### config.mk
export PLATFORM = sky130hd
export DESIGN_NAME = ddr3_stream_reader_flat
export DESIGN_NICKNAME = d
export VERILOG_FILES = /design/src/rtl/ddr3_stream_reader_if.sv /design/src/rtl/ddr3_stream_reader.sv /design/src/flat_wrapper.sv
export SDC_FILE = /design/constraint.sdc
export NUM_CORES = 2
export LEC_CHECK = 0
export ABC_CLOCK_PERIOD_IN_PS = 17100
export CAP_MARGIN = 20
export CORE_UTILIZATION = 53
export CTS_BUF_LIST = sky130_fd_sc_hd__clkbuf_16
export CTS_CLUSTER_DIAMETER = 100
export DETAILED_ROUTE_END_ITERATION = 7
export PLACE_DENSITY = 0.68
export REMOVE_ABC_BUFFERS = 1
export SLEW_MARGIN = 5
export SYNTH_ARGS = -nofsm -noshare
export SYNTH_HDL_FRONTEND = slang
export SYNTH_SLANG_ARGS = --single-unit
### constraint.sdc
create_clock -name clk_i -period 17.1 [get_ports clk_i]
set_input_delay 3.42 -clock clk_i [delete_from_list [all_inputs] [get_ports clk_i]]
set_output_delay 3.42 -clock clk_i [all_outputs]
set_load 0.01 [all_outputs]
### src/rtl/ddr3_stream_reader_if.sv
// Bus bundle for ddr3_stream_reader: MIG app read port plus the 64-bit output stream.
// master = the reader, slave = the MIG/client side.
interface ddr3_stream_reader_if;
  logic [26:0] ram_address;
  logic [2:0]  ram_cmd;
  logic        ram_en;
  logic        ram_rdy;
  logic [63:0] ram_rd_data;
  logic        ram_rd_data_valid;
  logic        ram_rd_data_end;
  logic [63:0] out_data;
  logic        out_valid;
  logic        out_ready;

  modport master (
    output ram_address, ram_cmd, ram_en, out_data, out_valid,
    input  ram_rdy, ram_rd_data, ram_rd_data_valid, ram_rd_data_end, out_ready
  );

  modport slave (
    input  ram_address, ram_cmd, ram_en, out_data, out_valid,
    output ram_rdy, ram_rd_data, ram_rd_data_valid, ram_rd_data_end, out_ready
  );
endinterface

### src/rtl/ddr3_stream_reader.sv
// Reads a range of 128-bit bursts back from DDR3 via the MIG app port and streams them
// as 64-bit words (low half first) through a credit-limited local FIFO.
module ddr3_stream_reader #(
  parameter int unsigned FifoDepth = 16,
  parameter int unsigned AddrStep  = 8
) (
  input  logic        clk_i,
  input  logic        reset_ni,
  input  logic        init_done_i,
  input  logic        start_i,
  input  logic [26:0] start_addr_i,
  input  logic [23:0] burst_count_i,
  output logic        busy_o,
  output logic        done_o,
  output logic        proto_err_o,
  ddr3_stream_reader_if.master bus
);
  localparam int unsigned PtrW = $clog2(FifoDepth);
  localparam int unsigned CntW = PtrW + 1;
  localparam logic [CntW:0] DepthW = (CntW + 1)'(FifoDepth);

  typedef enum logic [1:0] {StIdle, StIssue, StDrain, StFinish} state_e;

  state_e          state_q;
  logic [26:0]     addr_q;
  logic [23:0]     remaining_q;
  logic [CntW-1:0] outst_q, outst_d, count_q, count_d;
  logic [PtrW-1:0] wr_ptr_q, rd_ptr_q, head_idx;
  logic [63:0]     hold_q;
  logic            expect_b_q;
  logic            ram_en_q, busy_q, done_q, err_q;
  logic [63:0]     out_data_q;
  logic            out_valid_q, hi_q;
  logic [127:0]    mem_q [FifoDepth];

  logic cmd_acc, beat_a, beat_b, beat_err, pop, advance, credit_ok, head_avail;

  always_comb begin
    cmd_acc  = ram_en_q & bus.ram_rdy;
    beat_a   = 1'b0;
    beat_b   = 1'b0;
    beat_err = 1'b0;
    if (bus.ram_rd_data_valid) begin
      if (outst_q == '0)                      beat_err = 1'b1;
      else if (expect_b_q == bus.ram_rd_data_end) begin
        beat_a = ~expect_b_q;
        beat_b = expect_b_q;
      end else                                beat_err = 1'b1;
    end
    pop     = out_valid_q & hi_q & bus.out_ready;
    advance = ~out_valid_q | bus.out_ready;
    outst_d = outst_q + CntW'(cmd_acc) - CntW'(beat_b);
    count_d = count_q + CntW'(beat_b) - CntW'(pop);
    // Credits cover FIFO occupancy plus every read still in flight.
    credit_ok  = ({1'b0, count_d} + {1'b0, outst_d}) < DepthW;
    head_idx   = pop ? rd_ptr_q + PtrW'(1) : rd_ptr_q;
    head_avail = pop ? (count_q > CntW'(1)) : (count_q != '0);
  end

  always_ff @(posedge clk_i) begin
    if (beat_b) mem_q[wr_ptr_q] <= {hold_q, bus.ram_rd_data};
  end

  always_ff @(posedge clk_i or negedge reset_ni) begin
    if (!reset_ni) begin
      state_q     <= StIdle;
      addr_q      <= '0;
      remaining_q <= '0;
      outst_q     <= '0;
      count_q     <= '0;
      wr_ptr_q    <= '0;
      rd_ptr_q    <= '0;
      hold_q      <= '0;
      expect_b_q  <= 1'b0;
      ram_en_q    <= 1'b0;
      busy_q      <= 1'b0;
      done_q      <= 1'b0;
      err_q       <= 1'b0;
      out_data_q  <= '0;
      out_valid_q <= 1'b0;
      hi_q        <= 1'b0;
    end else begin
      outst_q <= outst_d;
      count_q <= count_d;
      if (beat_err) err_q <= 1'b1;
      if (beat_a) begin
        hold_q     <= bus.ram_rd_data;
        expect_b_q <= 1'b1;
      end
      if (beat_b) begin
        expect_b_q <= 1'b0;
        wr_ptr_q   <= wr_ptr_q + PtrW'(1);
      end
      if (pop) rd_ptr_q <= rd_ptr_q + PtrW'(1);

      // Serializer: low half, then high half, then the next entry's low half.
      if (advance) begin
        if (out_valid_q && !hi_q) begin
          out_data_q <= mem_q[rd_ptr_q][127:64];
          hi_q       <= 1'b1;
        end else if (head_avail) begin
          out_data_q  <= mem_q[head_idx][63:0];
          out_valid_q <= 1'b1;
          hi_q        <= 1'b0;
        end else begin
          out_valid_q <= 1'b0;
          hi_q        <= 1'b0;
        end
      end

      unique case (state_q)
        StIdle: begin
          done_q <= 1'b0;
          if (start_i && init_done_i) begin
            addr_q      <= start_addr_i;
            remaining_q <= burst_count_i;
            busy_q      <= 1'b1;
            if (burst_count_i == '0) begin
              state_q <= StFinish;
            end else begin
              state_q  <= StIssue;
              ram_en_q <= credit_ok;
            end
          end
        end
        StIssue: begin
          if (cmd_acc) begin
            addr_q      <= addr_q + 27'(AddrStep);
            remaining_q <= remaining_q - 24'd1;
          end
          if (cmd_acc && remaining_q == 24'd1) begin
            state_q  <= StDrain;
            ram_en_q <= 1'b0;
          end else if (!(ram_en_q && !bus.ram_rdy)) begin
            ram_en_q <= credit_ok;
          end
        end
        StDrain: begin
          if (outst_q == '0 && count_q == '0 && !out_valid_q) state_q <= StFinish;
        end
        StFinish: begin
          done_q  <= 1'b1;
          busy_q  <= 1'b0;
          state_q <= StIdle;
        end
        default: state_q <= StIdle;
      endcase
    end
  end

  assign busy_o          = busy_q;
  assign done_o          = done_q;
  assign proto_err_o     = err_q;
  assign bus.ram_address = addr_q;
  assign bus.ram_cmd     = 3'b001;
  assign bus.ram_en      = ram_en_q;
  assign bus.out_data    = out_data_q;
  assign bus.out_valid   = out_valid_q;
endmodule
### src/flat_wrapper.sv
// flat-port wrapper written by rule: the top's interface ports become plain ports
module ddr3_stream_reader_flat 
#(
  parameter int unsigned FifoDepth = 16,
  parameter int unsigned AddrStep  = 8
)
  (clk_i, reset_ni, init_done_i, start_i, start_addr_i, burst_count_i, busy_o, done_o, proto_err_o, bus_ram_address, bus_ram_cmd, bus_ram_en, bus_out_data, bus_out_valid, bus_ram_rdy, bus_ram_rd_data, bus_ram_rd_data_valid, bus_ram_rd_data_end, bus_out_ready);
  ddr3_stream_reader_if bus_i ();
  input  logic clk_i;
  input  logic reset_ni;
  input  logic init_done_i;
  input  logic start_i;
  input  logic [26:0] start_addr_i;
  input  logic [23:0] burst_count_i;
  output logic busy_o;
  output logic done_o;
  output logic proto_err_o;
  output wire logic [$bits(bus_i.ram_address)-1:0] bus_ram_address;
  output wire logic [$bits(bus_i.ram_cmd)-1:0] bus_ram_cmd;
  output wire logic [$bits(bus_i.ram_en)-1:0] bus_ram_en;
  output wire logic [$bits(bus_i.out_data)-1:0] bus_out_data;
  output wire logic [$bits(bus_i.out_valid)-1:0] bus_out_valid;
  input wire logic [$bits(bus_i.ram_rdy)-1:0] bus_ram_rdy;
  input wire logic [$bits(bus_i.ram_rd_data)-1:0] bus_ram_rd_data;
  input wire logic [$bits(bus_i.ram_rd_data_valid)-1:0] bus_ram_rd_data_valid;
  input wire logic [$bits(bus_i.ram_rd_data_end)-1:0] bus_ram_rd_data_end;
  input wire logic [$bits(bus_i.out_ready)-1:0] bus_out_ready;
  assign bus_ram_address = bus_i.ram_address;
  assign bus_ram_cmd = bus_i.ram_cmd;
  assign bus_ram_en = bus_i.ram_en;
  assign bus_out_data = bus_i.out_data;
  assign bus_out_valid = bus_i.out_valid;
  assign bus_i.ram_rdy = bus_ram_rdy;
  assign bus_i.ram_rd_data = bus_ram_rd_data;
  assign bus_i.ram_rd_data_valid = bus_ram_rd_data_valid;
  assign bus_i.ram_rd_data_end = bus_ram_rd_data_end;
  assign bus_i.out_ready = bus_out_ready;
  ddr3_stream_reader #(.FifoDepth(FifoDepth), .AddrStep(AddrStep)) u_core (.clk_i(clk_i), .reset_ni(reset_ni), .init_done_i(init_done_i), .start_i(start_i), .start_addr_i(start_addr_i), .burst_count_i(burst_count_i), .busy_o(busy_o), .done_o(done_o), .proto_err_o(proto_err_o), .bus(bus_i));
endmodule
==> results.txt <==
----------------------------------------------------
[Worst setup path]
  Startpoint type of the worst setup path ... primary input
  Number of logic stages on the critical path including buffering ... 7
  Depth of the worst register-to-register path ... 9
  Worst flop-to-flop path endpoint ... u_core.bus.out_data[54]
  CP Capture Type ... register
  Most numerous cell on the critical path ... sky130_fd_sc_hd__buf_4
  Worst path max stage delay ... approximately 940 ps
  Startpoint of the most critical setup path ... bus_ram_rd_data_end
  CP Data Arrival Time ... roughly 7500 ps
  Reg-to-reg startpoint ... u_core.rd_ptr_q[0]
  Cell class contributing the biggest share of worst-path delay ... buffers and inverters
  Standard cell with the maximum stage delay on the critical path ... sky130_fd_sc_hd__buf_4
  Required time at the worst-slack endpoint ... between 15,000 and 20,000 ps
  Reg-to-reg slack, setup ... 11,210 ps
  Worst Setup EP ... u_core.mem_q[15][101]
  Buffering stage count on the worst path with inverters included ... 3
  Cell chain of the critical path ... clkdlybuf4s50_1, ha_1, and3_1, nand2_1, nor2_4, buf_4, buf_4
  Setup CP Type ... in -> reg
  Largest fanout on the critical path ... 58

[Routing]
  Final antenna-violating net count ... 0
  Routed wirelength normalized by instance count ... 30.1 µm
  Via-to-Cell Ratio ... between 6 and 7
  Initial DRT Pass Iterations ... 5
  Vias after detailed routing ... 49,900
  Total Routed Length ... around 230 mm
  Drt first-iter violations ... 6,042
  Post-detailed-route DRC marker count ... 0

[Timing]
  Fraction of the cycle the final worst path needs ... 0.409
  Setup repair after global routing missed its margin ... false
  Final hold violation count ... 0
  Minimum clock period ... around 7000 ps
  Maximum clock frequency ... 143 MHz
  Worst slew margin relative to its limit ... 0.134
  Total Neg Setup Slack ... 0 ps
  Number of max-slew violations in the final report ... 0
  Post-route worst setup slack ... 10,100 ps
  Number of setup violations in the final report ... 0
  Skew final ... 41.6 ps
  Pin slew with the least headroom to its limit ... ~1300 ps

[Synth]
  FF+latch count, synth ... between 2,000 and 2,500
  Yosys warns ... 0
  Dominant combinational cell family by area after synthesis ... multiplexers
  Synth Area in XOR/XNOR ... 0.00138
  Leading register cell type out of synthesis ... sky130_fd_sc_hd__edfxtp_1
  Fraction of the mapped netlist area in simple logic gates ... 0.0413
  Fraction of registers with async set/reset ... 0.0914
  Number of flops mapped to enable cells by yosys ... 2,048
  Post-synthesis cell count ... 4,934
  Share of synthesized cell area in full adder, half adder and majority cells ... 0.00526
  Proportion of synthesized chip area in sequential cells ... 0.753
  Number of different library cells in the post-synthesis netlist ... 73
  Mean Syn Cell Area ... 17.9 µm²
  Share of synthesized area spent on multiplexers ... 0.109
  Netlist area before placement ... 88,600 µm²
  Compound-gate portion of the synthesized area ... 0.0707

[Final layout]
  Area growth syn-to-layout ... 12.8%
  Most used cells in the layout excluding fill and tap cells ... sky130_fd_sc_hd__edfxtp_1, sky130_fd_sc_hd__o22ai_1, sky130_fd_sc_hd__mux2_2
  Total area of multi-input combinational cells ... 20,400 µm²
  Post-route non-filler standard cell count ... around 7,500
  Filler Cells Inserted ... 11,800
  Share of cells above drive strength 1 ... 0.183
  Most frequent standard cell in the layout excluding fill and tap cells ... sky130_fd_sc_hd__edfxtp_1
  Fraction of the core area covered by cells at the end of the flow ... 0.604
  Sequential cell area ... around 67,000 µm²
  Layout Nets ... around 5,300

[Placed design]
  Routability-driven placement congestion ratio ... approximately 0.77
  Inst Count DP ... just over 7,000
  Count of input and output buffers ... 218
  Pre-CTS setup slack ... 9300 ps
  DP HPWL ... approximately 110 mm

[Clock tree]
  CTS buffer count ... 217
  CTS max path bufs ... 3
  Clock tree from TritonCTS ... yes
  # clock sinks ... 2,254
  Clock root buffer ... sky130_fd_sc_hd__clkbuf_16
  Register clock-pin slew on the reported worst setup and hold paths ... 60 ps
  H-Tree Level Count ... 4
  CTS Hold Bufs ... 0
  Clock latency on the worst-skew pair ... 860 ps
  Post-CTS Setup Inserts ... 0
  CTS-repair resized insts ... 0

[Min path]
  Min-Delay Path Class ... reg -> reg
  Critical hold path startpoint ... u_core.proto_err_o

[GRT]
  Vias in the first global route ... roughly 50,000
  Global-route wire length before repair ... 329 mm
  Initial antenna violation count ... 8
  Overall routing resource usage ... 0.266
  Gr ovfl total ... 0
  Maximum number of pins on one net before global-route repair ... ~170

[Die]
  # rows ... 149
  Initial core utilization ... 0.536
  Horizontal die dimension ... 411 µm
  Core area ... 165,000 µm²
  I/O pin count ... about 220
  Y dimension of the die ... 411 µm
  Die area ... 169,000 µm²

[Job]
  Count of max-cap constraint violations ... 0

[Run status]
  Status ... completed

[Power and ir drop]
  Worst vdd rail ir drop ... approximately 0.24 mV
  Pleak ... 0.0322 µW
  Post-layout total power ... 17,300 µW
  Power density of the placed cells ... 173 nW/µm²

----------------------------------------------------
metrics by stage:
| stage | instance area, µm² | hold WS [ps] |
|---|---|---|
| CTS | 99900 | 459 |
| global placement | 93000 | 451 |
| detailed placement | 93000 | 446 |
| global route | 99900 | 465 |
| floorplan | 87000 | 457 |
| finish | 99900 | 458 |
state kept, by name, summed over array words and instances, names as in the netlist, 2 cells and up:
name and flops:
u_core.remaining_q 24, u_core.count_q 5, u_core.wr_ptr_q 4, u_core.hold_q 64, u_core.bus.out_data 64, u_core.bus.ram_address 27, u_core.mem_q 2048, u_core.rd_ptr_q 4
u_core.state_q 2, u_core.outst_q 5
how the worst min path moves through the flow:
stage,endpoint,slack (ps),cells after the start
4_1_cts,u_core.proto_err_o,460,1
5_1_grt,u_core.proto_err_o,470,1
6_report,u_core.proto_err_o,460,1
3_3_place_gp,u_core.proto_err_o,450,1
3_5_place_dp,u_core.proto_err_o,450,1
2_1_floorplan,u_core.remaining_q[22],460,1
worst register-to-register path, cell delays in order (launching register included):
cell and delay, ps:
sky130_fd_sc_hd__dfrtp_4 820, sky130_fd_sc_hd__buf_4 910, sky130_fd_sc_hd__buf_4 860, sky130_fd_sc_hd__buf_4 830, sky130_fd_sc_hd__buf_4 880, sky130_fd_sc_hd__mux4_2 640
sky130_fd_sc_hd__mux2i_1 220, sky130_fd_sc_hd__a32oi_1 80, sky130_fd_sc_hd__nor3_1 390, sky130_fd_sc_hd__a211oi_1 100
where the power goes:
| group | total (µW) | internal (µW) | switching, µW |
|---|---|---|---|
| combinational | 5230 | 2100 | 3130 |
| clock | 4620 | 2600 | 2010 |
| sequential | 7410 | 6800 | 611 |
per-layer routing:
metal | part of all wire | vias to the layer above | global-route usage
met2 | 0.47 | 2643 | 0.420
met3 | 0.093 | 392 | 0.0482
met4 | 0.024 | 2 | 0.0773
met5 | 0.000035 | - | 0
li1 | - | 20800 | -
met1 | 0.41 | 26000 | 0.381
synthesized netlist by cell type, types with 3 or more instances:
cell,n,area share
sky130_fd_sc_hd__nor2_1,56,0.0024
sky130_fd_sc_hd__o31ai_1,3,0.00025
sky130_fd_sc_hd__mux4_2,256,0.065
sky130_fd_sc_hd__nand4_1,12,0.00085
sky130_fd_sc_hd__xor2_1,6,0.00059
sky130_fd_sc_hd__a21oi_1,126,0.0071
sky130_fd_sc_hd__dfrtp_1,206,0.058
sky130_fd_sc_hd__and2_1,5,0.00035
sky130_fd_sc_hd__buf_4,35,0.0030
sky130_fd_sc_hd__a31oi_1,9,0.00064
sky130_fd_sc_hd__nor4_1,51,0.0036
sky130_fd_sc_hd__o22a_1,3,0.00030
sky130_fd_sc_hd__a22o_1,7,0.00069
sky130_fd_sc_hd__edfxtp_1,2048,0.69
sky130_fd_sc_hd__mux2i_1,83,0.0094
sky130_fd_sc_hd__nand2_1,198,0.0084
sky130_fd_sc_hd__inv_1,33,0.0014
sky130_fd_sc_hd__o22ai_1,518,0.037
sky130_fd_sc_hd__a211o_1,23,0.0023
sky130_fd_sc_hd__a32oi_1,64,0.0063
sky130_fd_sc_hd__a211oi_2,10,0.0014
sky130_fd_sc_hd__nand3_1,16,0.00090
sky130_fd_sc_hd__xnor2_1,8,0.00079
sky130_fd_sc_hd__and3_1,8,0.00057
sky130_fd_sc_hd__a2bb2oi_1,4,0.00040
sky130_fd_sc_hd__mux2_2,272,0.035
sky130_fd_sc_hd__o21ai_0,31,0.0018
sky130_fd_sc_hd__buf_1,38,0.0016
sky130_fd_sc_hd__nor3_1,222,0.013
sky130_fd_sc_hd__o221ai_1,48,0.0047
sky130_fd_sc_hd__nand2b_1,7,0.00049
sky130_fd_sc_hd__buf_6,10,0.0013
sky130_fd_sc_hd__a31o_2,3,0.00030
sky130_fd_sc_hd__o21a_1,7,0.00059
sky130_fd_sc_hd__or3_1,93,0.0066
sky130_fd_sc_hd__a211oi_1,55,0.0047
sky130_fd_sc_hd__a21o_1,6,0.00051
sky130_fd_sc_hd__and4b_1,24,0.0027
sky130_fd_sc_hd__and4_1,4,0.00040
sky130_fd_sc_hd__clkbuf_1,156,0.0066
sky130_fd_sc_hd__nand4b_1,4,0.00040
sky130_fd_sc_hd__ha_1,34,0.0048
sky130_fd_sc_hd__buf_2,95,0.0054
area by class of cell:
type                    instances  share of cell area
repair buffers                314              0.0303
inverters                      36             0.00145
diodes                          4            0.000100
multi-input cells            2311               0.205
flip-flops and latches       2254               0.667
clock inverters               187              0.0131
well taps                    2189              0.0274
clock buffers                 223              0.0558
kinds of logic (layout without fill, tap and decap cells):
family                     after synthesis  after routing
DFF                                   2254           2254
adders and majority gates               36             36
and+or+nand+nor                        710            710
buffers and inverters                  370            760
xor gates and xnor gates                14             14
muxes                                  612            612
AOI/OAI and AO/OA                      936            936
other                                    2              7
(Power assumes the default switching activity.)
